**src/rtl/mem_access_unit.sv**
```systemverilog
// mem_access_unit: MEM stage that issues aligned loads/stores to a handshaked data memory,
// stalls the pipeline until ack, and registers the MEM/WB payload.
module mem_access_unit (
    input  logic        clk,
    input  logic        reset,
    input  logic [31:0] AluRes_i,
    input  logic [31:0] WrData_i,
    input  logic        MemWr_i,
    input  logic [1:0]  MemtoReg_i,
    input  logic        RegWr_i,
    input  logic [4:0]  Rf_i,
    input  logic [31:0] Ins_i,
    output logic        mem_req_o,
    output logic        mem_we_o,
    output logic [31:0] mem_addr_o,
    output logic [31:0] mem_wdata_o,
    input  logic        mem_ack_i,
    input  logic [31:0] mem_rdata_i,
    output logic        stall_o,
    output logic [31:0] AluRes_o,
    output logic [31:0] MemData_o,
    output logic [31:0] Ins_o,
    output logic        RegWr_o,
    output logic [1:0]  MemtoReg_o,
    output logic [4:0]  Rf_o,
    output logic        valid_o,
    output logic        exc_o
);
    typedef enum logic {IDLE, BUSY} state_t;

    state_t      state_q, state_d;
    logic        req_q, req_d, we_q, we_d, reg_wr_q, reg_wr_d, valid_q, valid_d, exc_q, exc_d;
    logic [31:0] addr_q, addr_d, wdata_q, wdata_d, alu_q, alu_d, mdata_q, mdata_d, ins_q, ins_d;
    logic [1:0]  m2r_q, m2r_d;
    logic [4:0]  rf_q, rf_d;
    logic        access, aligned, take, stall;

    always_comb begin
        state_d  = state_q;
        req_d    = req_q;
        we_d     = we_q;
        addr_d   = addr_q;
        wdata_d  = wdata_q;
        alu_d    = alu_q;
        mdata_d  = mdata_q;
        ins_d    = ins_q;
        reg_wr_d = reg_wr_q;
        m2r_d    = m2r_q;
        rf_d     = rf_q;
        valid_d  = valid_q;
        exc_d    = exc_q;
        stall    = 1'b0;
        take     = 1'b0;
        access   = MemWr_i || (MemtoReg_i == 2'b01);
        aligned  = (AluRes_i[1:0] == 2'b00);
        if (state_q == IDLE) begin
            if (access && aligned) begin
                stall    = 1'b1;
                state_d  = BUSY;
                req_d    = 1'b1;
                we_d     = MemWr_i;
                addr_d   = {AluRes_i[31:2], 2'b00};
                wdata_d  = WrData_i;
                valid_d  = 1'b0;
                reg_wr_d = 1'b0;
                exc_d    = 1'b0;
            end else begin
                take     = 1'b1;
                exc_d    = access;
                reg_wr_d = RegWr_i && !access;
                mdata_d  = '0;
            end
        end else if (mem_ack_i) begin
            // EX/MEM is held by the stall, so the live inputs are still this access's payload
            take     = 1'b1;
            exc_d    = 1'b0;
            reg_wr_d = RegWr_i;
            mdata_d  = we_q ? 32'd0 : mem_rdata_i;
            state_d  = IDLE;
            req_d    = 1'b0;
            we_d     = 1'b0;
            addr_d   = '0;
            wdata_d  = '0;
        end else begin
            stall    = 1'b1;
            valid_d  = 1'b0;
            reg_wr_d = 1'b0;
            exc_d    = 1'b0;
        end
        if (take) begin
            alu_d   = AluRes_i;
            ins_d   = Ins_i;
            rf_d    = Rf_i;
            m2r_d   = (MemtoReg_i == 2'b11) ? 2'b00 : MemtoReg_i;
            valid_d = 1'b1;
        end
    end

    always_ff @(posedge clk or negedge reset) begin
        if (!reset) begin
            state_q  <= IDLE;
            req_q    <= 1'b0;
            we_q     <= 1'b0;
            addr_q   <= '0;
            wdata_q  <= '0;
            alu_q    <= '0;
            mdata_q  <= '0;
            ins_q    <= '0;
            reg_wr_q <= 1'b0;
            m2r_q    <= 2'b00;
            rf_q     <= '0;
            valid_q  <= 1'b0;
            exc_q    <= 1'b0;
        end else begin
            state_q  <= state_d;
            req_q    <= req_d;
            we_q     <= we_d;
            addr_q   <= addr_d;
            wdata_q  <= wdata_d;
            alu_q    <= alu_d;
            mdata_q  <= mdata_d;
            ins_q    <= ins_d;
            reg_wr_q <= reg_wr_d;
            m2r_q    <= m2r_d;
            rf_q     <= rf_d;
            valid_q  <= valid_d;
            exc_q    <= exc_d;
        end
    end

    assign stall_o     = reset && stall;
    assign mem_req_o   = req_q;
    assign mem_we_o    = we_q;
    assign mem_addr_o  = addr_q;
    assign mem_wdata_o = wdata_q;
    assign AluRes_o    = alu_q;
    assign MemData_o   = mdata_q;
    assign Ins_o       = ins_q;
    assign RegWr_o     = reg_wr_q;
    assign MemtoReg_o  = m2r_q;
    assign Rf_o        = rf_q;
    assign valid_o     = valid_q;
    assign exc_o       = exc_q;
endmodule

```
**config.mk**
```make
export PLATFORM = sky130hd
export DESIGN_NAME = mem_access_unit
export DESIGN_NICKNAME = d
export VERILOG_FILES = /design/src/rtl/mem_access_unit.sv
export SDC_FILE = /design/constraint.sdc
export NUM_CORES = 1
export LEC_CHECK = 0
export ABC_CLOCK_PERIOD_IN_PS = 3100
export CAP_MARGIN = 25
export CORE_AREA = 2 2 127 129
export DETAILED_ROUTE_END_ITERATION = 7
export DIE_AREA = 0 0 129 131
export GPL_ROUTABILITY_DRIVEN = 0
export MAX_ROUTING_LAYER = met4
export PLACE_DENSITY = 0.95
export SYNTH_ARGS = -nofsm -noshare
export SYNTH_HDL_FRONTEND = slang
export SYNTH_SLANG_ARGS = --single-unit
```
**constraint.sdc**
```tcl
create_clock -name clk -period 3.1 [get_ports clk]
set_input_delay 0.62 -clock clk [delete_from_list [all_inputs] [get_ports clk]]
set_output_delay 0.62 -clock clk [all_outputs]
set_load 0.1 [all_outputs]
```
# Word-level counts from Yosys, hierarchy flattened
# Index checks and enable logic that the tools add are counted.
# word_totals
word_cells	59
in_bits	140
out_inout_bits	173
reg_bits	173
# op_classes
n_reduce_logical	11
n_eq_ne	5
muxes	30
# ops
operator	count
32-bit two-way mux	9
1-bit two-way mux	20
2-bit AND reduction	3
2-bit inequality test (second input constant)	2
1-bit logical AND	3
3-bit by 2-bit inequality test with 1-bit output (second input constant)	1
3-bit nonzero test	1
2-bit by 1-bit equality test with 1-bit output (second input constant)	1
2-bit equality test (second input constant)	1
2-bit logical NOT	1
2-bit two-way mux	1
2-bit nonzero test	1
1-bit logical NOT	1
1-bit logical OR	1

# Longest topological paths before layout
# Gate-level depths: netlist of the first run.
# logic_depth
word_depth	7
mapped_depth	6
mapped_depth_nobuf	3

# Worst setup path before layout of the first run
# Ideal clock, no wire load.
# synth_timing
path_type	input port to output port
from	input port AluRes_i[1]
to	output port stall_o
required_ns	2.480
stages	6
n_path_buf	3
arrival_time_ns	2.257
path_slack_ns	0.223
path_cell_list	o21bai_2 o311a_1 buf_2 buf_4 buf_4 and2_1
# synth_between
elab_chain_cells	5
# synth_lines
element	line_no	rtl
from (decl)	6	input logic [31:0] AluRes_i,
2-bit logical NOT	55	aligned = (AluRes_i[1:0] == 2'b00);
1-bit logical AND	57	if (access && aligned) begin
1-bit two-way mux	57	
1-bit two-way mux	56	if (state_q == IDLE) begin
1-bit logical AND	131	assign stall_o = reset && stall;
to (decl)	19	output logic stall_o,
# No other way between the ends.

# Worst setup path after layout of the first run
# layout_timing
from	register state_q
to	output port stall_o
# layout_between
elab_chain_cells	2
# layout_lines
element	line_no	rtl
from (decl)	31	state_t state_q, state_d;
from (signal assigned)	115	state_q <= state_d;
1-bit two-way mux	56	
1-bit logical AND	131	
# No other way between the ends.

==> impl_metrics.csv, run 1 <==
group,metric,value,unit
run_status,outcome,"finished clean",
critical_path,critPathCaptureType,"output port",
synthesis,synth_seq_area_share,0.627,
synthesis,synthCells,573,
critical_path,critical_path_peak_fanout,16,
power,power.ir.vdd_worst,0.536,mV
critical_path,timing.reg2reg.worst_path_depth,4,
routing,drcViolationCount,0,
critical_path,path_delay_family,"flip-flops",
floorplanning,start_util,0.437,
timing,timing.final.crit_period,2.67,ns
grt,largest_net_degree_at_the_start_of_global_routing,96,
cts,cts_sinks,171,
min_path,hp-start,"mem_req_o",
routing,drt_pass1_iterations,5,
critical_path,critical_path_required,2.48,ns
placement,number_of_buffer_cells_added_on_primary_ports,310,
routing,route.antenna.remaining_nets,0,
layout,finish.instance_area,10400,um^2
routing,wire_per_inst,17.8,um
synthesis,postSynthRegisterBits,171,
synthesis,synth_area_per_cell,11.9,um^2
grt,grt.overflow.total,0,
grt,groute.usage.overall,0.236,
cts,cts_post_setup_buffers_inserted,0,
cts,cts.htree.levels,4,
timing,final.setup.tns,0,ns
power,power.density_cell_area,1020,nW/um^2
layout,filler_cell_count,1142,
placement,place_hpwl,14.0,mm
critical_path,worst-r2r-setup-slack,0.85,ns
min_path,hold_path_end,"mem_req_o",
routing,totalWireLength,19.7,mm
grt,first_global_vias,5745,
floorplanning,core_area,15600,um^2
min_path,timing.hold.worst_path_depth,2,
flow_run,maxCapViolCount,0,
routing,drt_iter0_drc,234,
critical_path,worst_reg2reg_path_endpoint,"Rf_o[0]",
critical_path,cp_data_arrival_time,2.05,ns
critical_path,worstSetupStartpoint,"state_q",
critical_path,crit-reg2reg-launch,"state_q",
floorplanning,fp.dieH,131,um
floorplanning,dieWidth,129,um
floorplanning,rows,46,
cts,path_clk_slew,0.06,ns
critical_path,worst_stage_delay_on_the_critical_path,0.79,ns
timing,final.period_utilization,0.860,
placement,area_post_placement,9770,um^2
cts,cts-buffers-inserted,17,
synthesis,netlist_area,6820,um^2
layout,final_layout_size_suffix_gt1_frac,0.291,
cts,clkLatencyLatePin,0.42,ns
critical_path,worstPathBufferInverterCount,1,
routing,vias_per_instance,5.02,
min_path,worst_hold_path_type,"flip-flop to flip-flop",
layout,insertedDiodeCount,0,
timing,grt_setup_unrepaired,"no",
timing,max_clock_freq,375,MHz
critical_path,critPathSlowestCell,"dfrtp_1",
synthesis,netlist-cell-type-count,25,
cts,max-clock-path-buffers,2,
cts,cts_root_buffer,"clkbuf_16",
grt,global_route_wire_length_before_repair,29.9,mm
timing,slew-limit-headroom,0.385,
routing,routed-via-count,5538,
timing,report.final.slew_viol_count,0,
cts,number_of_buffers_inserted_for_hold_repair_after_clock_tree_synthesis,1,
critical_path,critical_path.startpoint_type,"flip-flop",
layout,flow.area_growth_from_synthesis,51.9,%
placement,placement.setup.worst_slack,0.520,ns
critical_path,critical_path_class,"flip-flop to output port",
timing,setup_viol,0,
timing,finalHoldViolations,0,
grt,antenna_violations_before_repair,0,
critical_path,cp_cell_sequence,"o21bai_4 -> o311a_4 -> and2_1 -> buf_12",
floorplanning,die_area,16900,um^2
floorplanning,floorplan.io_pins,313,
critical_path,path_depth,4,
power,static-leakage-power,5.40,nW
synthesis,yosysWarnings,0,
cts,cts_tree,"yes",
cts,cts_repair_resize_count,0,
timing,finalWorstSetupSlack,0.434,ns
timing,finalClockSkew,0.00935,ns
layout,final_net_count,1016,
timing,worst_slew_pin_slew,0.923,ns
## worst min-delay path, stage by stage, from the launching register on
cell and delay (ns):
dfrtp_1 0.34, nand2_1 0.05, nand2_1 0.05
## cells in the final DEF, fill, tap and decap left out, types with 2 or more instances in the layout
cell type        netlist  layout
inv_1                 65      65
inv_6                  0       4
nand4b_1              10      10
nor2_1                 3       3
and2_1                 2       2
buf_12                 0       5
a22o_1                25      25
nand2_1              107     106
clkinv_4               0       2
o21ai_0               10      10
conb_1                 1       2
clkdlybuf4s50_1        0     138
clkinvlp_4             0       3
buf_4                  8     178
clkbuf_16              0      17
o22ai_1               30      30
bufinv_16              0       2
mux2_2                37      37
mux2i_1               62      62
dfrtp_1              171     171
## worst max-delay path by stage
stage	to	slack, ns
4_1_cts	stall_o	0.42
5_1_grt	stall_o	0.35
3_3_place_gp	stall_o	0.51
3_5_place_dp	stall_o	0.52
6_report	stall_o	0.43
2_1_floorplan	stall_o	0.22
## metal layers
layer / wire length, um / part of all wire / GRT usage / vias to the layer above
met5: 0 / 0 / - / -
met4: 510 / 0.026 / 0.0946 / 0
met3: 1170 / 0.060 / 0.0497 / 40
met2: 10000 / 0.51 / 0.393 / 245
met1: 7950 / 0.40 / 0.282 / 2745
li1: - / - / - / 2508
## kinds of logic (layout without fill, tap and decap cells)
group	count (synthesis)	after routing	synth area share
buf+inv	105	419	0.0644
flops	171	171	0.627
compound gates	72	72	0.0776
mux	99	99	0.152
other cells	1	2	0.000550
simple gates	125	125	0.0781
## cell type report
type / instances / area, um^2 / area share
clock buffers: 19 / 443 / 0.0427
clock inverters: 12 / 140 / 0.0135
inverters: 65 / 244 / 0.0235
multi-input cells: 298 / 2150 / 0.207
flip-flops and latches: 171 / 4280 / 0.413
well taps: 216 / 270 / 0.0261
repair buffers: 323 / 2840 / 0.274
## state kept, by name, indices dropped and copies added, names as in the netlist
name,flops
mem_addr_o,30
exc_o,1
RegWr_o,1
mem_we_o,1
AluRes_o,32
MemData_o,32
mem_req_o,1
mem_wdata_o,32
MemtoReg_o,2
state_q,1
Rf_o,5
Ins_o,32
valid_o,1
## power breakdown
| part | switching (mW) | internal [mW] | total [mW] |
|---|---|---|---|
| logic | 4.29 | 1.14 | 5.43 |
| clock network | 0.905 | 1.22 | 2.12 |
| registers | 0.304 | 2.70 | 3.00 |
## Yosys cell counts
| cell type | instances | area share |
|---|---|---|
| a22o_1 | 25 | 0.032 |
| a31o_2 | 1 | 0.0013 |
| and2_1 | 2 | 0.0018 |
| buf_2 | 12 | 0.0088 |
| buf_4 | 8 | 0.0088 |
| clkbuf_1 | 20 | 0.011 |
| conb_1 | 1 | 0.00055 |
| dfrtp_1 | 171 | 0.63 |
| inv_1 | 65 | 0.036 |
| mux2_2 | 37 | 0.061 |
| mux2i_1 | 62 | 0.091 |
| nand2_1 | 107 | 0.059 |
| nand2b_1 | 1 | 0.00092 |
| nand4b_1 | 10 | 0.013 |
| nor2_1 | 3 | 0.0017 |
| nor2b_1 | 1 | 0.00092 |
| nor3b_1 | 1 | 0.0011 |
| o2111a_1 | 1 | 0.0017 |
| o211ai_1 | 1 | 0.0011 |
| o21ai_0 | 10 | 0.0073 |
| o21bai_2 | 1 | 0.0017 |
| o22ai_1 | 30 | 0.028 |
| o311a_1 | 1 | 0.0015 |
| o31ai_1 | 1 | 0.0011 |
| o32ai_2 | 1 | 0.0024 |
## per-stage QoR
step	hold slack, ns	util	power, mW	instances
6_report	0.480	0.664	10.5	1104
5_1_grt	0.517	0.664	10.9	1104
4_1_cts	0.490	0.664	10.6	1104
3_5_place_dp	0.457	0.626	8.47	1072
3_3_place_gp	0.457	0.626	8.39	1072
2_1_floorplan	0.324	-	7.13	574
(Power assumes the default switching activity.)
==> run 2, diff against run 1 <==
CORE_AREA = 2 2 114 143   (was 2 2 127 129)
DIE_AREA = 0 0 116 145   (was 0 0 129 131)
==> run 2 against run 1 <==
Net effect: global-route usage barely moved; sequential cell count is the same; hold slack got worse by 0.15 ns; first-iteration DRC count up 53%; critical path type unchanged; largest power group unchanged; clock power rose by 5%.
==> impl_metrics.csv, run 2 (synthesized netlist as in run 1, its figures left out) <==
group,metric,value,unit
layout,insertedDiodeCount,0,
grt,first_global_vias,5995,
routing,wire_per_inst,17.5,um
cts,cts_root_buffer,"clkbuf_16",
critical_path,cp_data_arrival_time,1.94,ns
timing,max_clock_freq,390,MHz
timing,setup_viol,0,
floorplanning,dieWidth,116,um
cts,cts_post_setup_buffers_inserted,0,
run_status,outcome,"finished clean",
cts,clkLatencyLatePin,0.42,ns
cts,path_clk_slew,0.06,ns
layout,post_route_insts_no_fill,1096,
min_path,worst_hold_path_type,"input port to asynchronous set/reset pin",
critical_path,critical_path_peak_fanout,16,
floorplanning,floorplan.io_pins,313,
grt,grt.overflow.total,0,
flow_run,maxCapViolCount,0,
timing,report.final.slew_viol_count,0,
placement,placedCellCount,1066,
placement,number_of_buffer_cells_added_on_primary_ports,310,
layout,final_common_cell,"buf_4",
cts,cts_tree,"yes",
routing,vias_per_instance,5.01,
timing,timing.final.crit_period,2.56,ns
grt,antenna_violations_before_repair,0,
critical_path,timing.reg2reg.worst_path_depth,4,
critical_path,critPathCaptureType,"output port",
grt,largest_net_degree_at_the_start_of_global_routing,121,
floorplanning,start_util,0.442,
timing,hold_slack,0.331,ns
timing,finalWorstSetupSlack,0.538,ns
grt,global_route_wire_length_before_repair,30.0,mm
timing,worst_slew_pin_slew,0.697,ns
critical_path,worstSetupStartpoint,"state_q",
placement,place_hpwl,13.7,mm
cts,cts_repair_resize_count,0,
power,static-leakage-power,5.39,nW
critical_path,crit-reg2reg-launch,"state_q",
routing,drt_iter0_drc,357,
routing,drt_pass1_iterations,5,
critical_path,critical_path_required,2.48,ns
cts,cts.htree.levels,4,
routing,totalWireLength,19.1,mm
cts,max-clock-path-buffers,2,
power,power.ir.vdd_worst,0.777,mV
cts,cts-buffers-inserted,17,
routing,route.antenna.remaining_nets,0,
cts,number_of_buffers_inserted_for_hold_repair_after_clock_tree_synthesis,0,
layout,final_net_count,1013,
timing,finalHoldViolations,0,
layout,finish.instance_area,10300,um^2
layout,layout.core_utilization,0.670,
critical_path,worst-r2r-setup-slack,0.98,ns
floorplanning,rows,51,
timing,finalClockSkew,0.00855,ns
grt,groute.usage.overall,0.237,
critical_path,worst_setup_path_endpoint,"stall_o",
timing,final.period_utilization,0.826,
cts,cts_sinks,171,
floorplanning,core_area,15400,um^2
layout,flow.area_growth_from_synthesis,51.7,%
layout,mostFrequentLayoutCells,"buf_4, dfrtp_1, clkdlybuf4s50_1",
power,total_chip_power,10.6,mW
critical_path,critical_path.startpoint_type,"flip-flop",
timing,slew-limit-headroom,0.535,
floorplanning,fp.dieH,145,um
placement,area_post_placement,9740,um^2
critical_path,critical_path_class,"flip-flop to output port",
placement,placement.setup.worst_slack,0.556,ns
routing,drcViolationCount,0,
layout,final_layout_size_suffix_gt1_frac,0.287,
critical_path,worst_reg2reg_path_endpoint,"Ins_o[15]",
floorplanning,die_area,16800,um^2
power,power.density_cell_area,1030,nW/um^2
timing,grt_setup_unrepaired,"no",
timing,final.setup.tns,0,ns
routing,routed-via-count,5488,
==> run 2: changes by cell type in the layout (fill, tap and decap cells not counted) <==
cell,change
buf_12,-1
clkinv_4,-1
bufinv_16,+2
dlygate4sd3_1,-1
inv_6,-2
clkinvlp_4,-1
buf_4,-1
clkbuf_1,+1
==> run 2: layout make-up <==
class	count	area [um^2]
multi-input cells	298	2150
inverters	65	244
fillers	1119	5090
clock buffers	20	447
well taps	212	265
repair buffers	320	2800
clock inverters	10	166
flip-flops and latches	171	4280
==> run 2: where the power goes <==
group	leakage [nW]	switching (mW)	internal [mW]
sequential	2.16	0.293	2.70
combinational	2.94	4.28	1.13
clock	0.293	0.854	1.37
==> run 2: worst min path at each step <==
stage / cells after the start / end / slack [ns] / startpoint
3_5_place_dp: 2 / mem_req_o / 0.47 / mem_req_o
4_1_cts: 2 / Rf_o[2] / 0.35 / reset
3_3_place_gp: 2 / mem_req_o / 0.46 / mem_req_o
6_report: 2 / mem_wdata_o[2] / 0.33 / reset
2_1_floorplan: 0 / AluRes_o[0] / 0.32 / reset
5_1_grt: 2 / mem_wdata_o[2] / 0.37 / reset
==> run 2: routing by layer <==
| metal | global-route usage | part of all wire | up-vias | wire length (um) |
|---|---|---|---|---|
| met5 | - | 0 | - | 0 |
| met4 | 0.130 | 0.049 | 0 | 947 |
| met3 | 0.0526 | 0.057 | 68 | 1100 |
| met2 | 0.388 | 0.51 | 259 | 9780 |
| met1 | 0.265 | 0.38 | 2669 | 7320 |
| li1 | - | - | 2492 | - |
==> run 2: critical path, cell delays in order (launching register included) <==
cell and delay, ns:
dfrtp_1 0.71, nand2_2 0.24, o311a_4 0.21, and2_1 0.19, buf_12 0.17
==> run 3, diff against run 2 <==
ABC_CLOCK_PERIOD_IN_PS = 2440   (was 3100)
CORE_AREA = 2 2 117 148   (was 2 2 114 143)
DIE_AREA = 0 0 119 150   (was 0 0 116 145)
PLACE_DENSITY = 0.9   (was 0.95)
clock period = 2.44 ns   (was 3.1 ns; I/O delays follow)
==> run 3 against run 2 <==
Net effect: worst setup slack got worse by 0.40 ns; combinational power increased by 28%; via count decreased by 0.66%; hold slack got worse by 0.051 ns; wire length decreased by 1.9%; sequential power increased by 27%; register-to-register slack got worse by 0.31 ns; global-route usage decreased by 2.3 points; critical path depth increased by 1; non-clock buffer count increased by 7; sequential share of layout area decreased by 0.50 points; highest routed layer unchanged.
==> impl_metrics.csv, run 3 (synthesized netlist as in run 1, its figures left out) <==
group,metric,value,unit
placement,number_of_buffer_cells_added_on_primary_ports,310,
grt,grt.overflow.total,0,
routing,drt_pass1_iterations,4,
placement,place_hpwl,13.5,mm
layout,layout.core_utilization,0.634,
critical_path,critical_path_class,"input port to output port",
grt,global_route_wire_length_before_repair,29.2,mm
cts,cts_sinks,171,
critical_path,worst_setup_path_endpoint,"stall_o",
timing,timing.final.crit_period,2.31,ns
critical_path,worstPathBufferInverterCount,2,
timing,worst_slew_pin_slew,0.899,ns
routing,totalWireLength,18.8,mm
critical_path,critical_path_peak_fanout,3,
grt,first_global_vias,5751,
timing,setup_viol,0,
grt,groute.usage.overall,0.214,
layout,insertedDiodeCount,0,
critical_path,critical_path_required,1.95,ns
floorplanning,fp.dieH,150,um
timing,grt_setup_unrepaired,"no",
grt,antenna_violations_before_repair,0,
cts,cts-buffers-inserted,17,
critical_path,cp_cell_sequence,"clkdlybuf4s50_1 -> nor2b_1 -> o311a_4 -> and2_2 -> buf_12",
layout,final_net_count,1020,
critical_path,timing.reg2reg.worst_path_depth,4,
layout,final_layout_size_suffix_gt1_frac,0.297,
critical_path,critical_path.startpoint_type,"input port",
power,power.ir.vdd_worst,0.674,mV
cts,cts_post_setup_buffers_inserted,0,
layout,flow.area_growth_from_synthesis,53.6,%
critical_path,cp_data_arrival_time,1.82,ns
routing,route.antenna.remaining_nets,0,
routing,wire_per_inst,16.9,um
cts,cts_root_buffer,"clkbuf_16",
cts,cts_tree,"yes",
timing,report.final.slew_viol_count,0,
layout,mostFrequentLayoutCells,"buf_4, dfrtp_1, clkdlybuf4s50_1",
power,power.density_cell_area,1280,nW/um^2
power,static-leakage-power,5.46,nW
floorplanning,start_util,0.413,
cts,clkLatencyLatePin,0.41,ns
critical_path,critPathCaptureType,"output port",
floorplanning,floorplan.io_pins,313,
timing,final.setup.tns,0,ns
routing,vias_per_instance,4.90,
critical_path,path_delay_family,"buffers and inverters",
routing,drt_iter0_drc,254,
grt,largest_net_degree_at_the_start_of_global_routing,172,
cts,path_clk_slew,0.07,ns
timing,finalClockSkew,0.0142,ns
critical_path,crit-reg2reg-launch,"state_q",
cts,max-clock-path-buffers,2,
floorplanning,core_area,16500,um^2
cts,cts_repair_resize_count,0,
layout,final_common_cell,"buf_4",
timing,max_clock_freq,434,MHz
routing,drcViolationCount,0,
floorplanning,die_area,17900,um^2
critical_path,worst_stage_delay_on_the_critical_path,0.43,ns
cts,cts.htree.levels,4,
timing,final.period_utilization,0.945,
run_status,outcome,"finished clean",
critical_path,worst-r2r-setup-slack,0.67,ns
critical_path,worst_reg2reg_path_endpoint,"Rf_o[4]",
critical_path,path_depth,5,
min_path,worst_hold_path_type,"input port to asynchronous set/reset pin",
routing,routed-via-count,5452,
flow_run,maxCapViolCount,0,
timing,finalHoldViolations,0,
floorplanning,rows,53,
power,total_chip_power,13.5,mW
cts,number_of_buffers_inserted_for_hold_repair_after_clock_tree_synthesis,0,
critical_path,critPathSlowestCell,"clkdlybuf4s50_1",
critical_path,worstSetupStartpoint,"MemtoReg_i[0]",
floorplanning,dieWidth,119,um
timing,slew-limit-headroom,0.401,
[run 3: metal layers]
layer / vias to the layer above / global-route usage / routed length [um] / part of all wire
met2: 223 / 0.379 / 10100 / 0.54
met5: - / - / 0 / 0
met4: 0 / 0.0750 / 396 / 0.021
li1: 2519 / - / - / -
met3: 31 / 0.0480 / 969 / 0.052
met1: 2679 / 0.237 / 7340 / 0.39
[run 3: cell type report]
type | instances | area [um^2]
fill | 1253 | 6040
sequential | 171 | 4280
tap | 220 | 275
inverter | 65 | 244
multi-input combinational | 298 | 2150
clock inverter | 13 | 158
timing repair buffer | 327 | 2930
clock buffer | 19 | 443
[run 3: stage by stage]
step | instances | setup slack (ns) | cell area (um^2) | hold slack, ns
floorplan | 574 | 0.113 | 6830 | 0.192
global placement | 1081 | 0.141 | 9880 | 0.461
detailed placement | 1081 | 0.149 | 9880 | 0.492
CTS | 1113 | 0.136 | 10500 | 0.325
global route | 1113 | 0.0847 | 10500 | 0.335
finish | 1113 | 0.134 | 10500 | 0.280
[run 3: worst min path at each step]
stage	cells past startpoint	startpoint	end	slack (ns)
2_1_floorplan	0	reset	AluRes_o[0]	0.19
3_3_place_gp	2	mem_req_o	mem_req_o	0.46
3_5_place_dp	1	AluRes_o[0]	AluRes_o[0]	0.49
4_1_cts	2	reset	mem_wdata_o[27]	0.33
5_1_grt	2	reset	mem_addr_o[28]	0.34
6_report	2	reset	mem_req_o	0.28
[run 3: where the power goes]
part	total [mW]	internal, mW	switching, mW	leakage [nW]
clock network	2.74	1.57	1.17	0.291
registers	3.79	3.43	0.364	2.16
logic	6.93	1.48	5.44	3.01
total	13.5	6.47	6.98	5.46
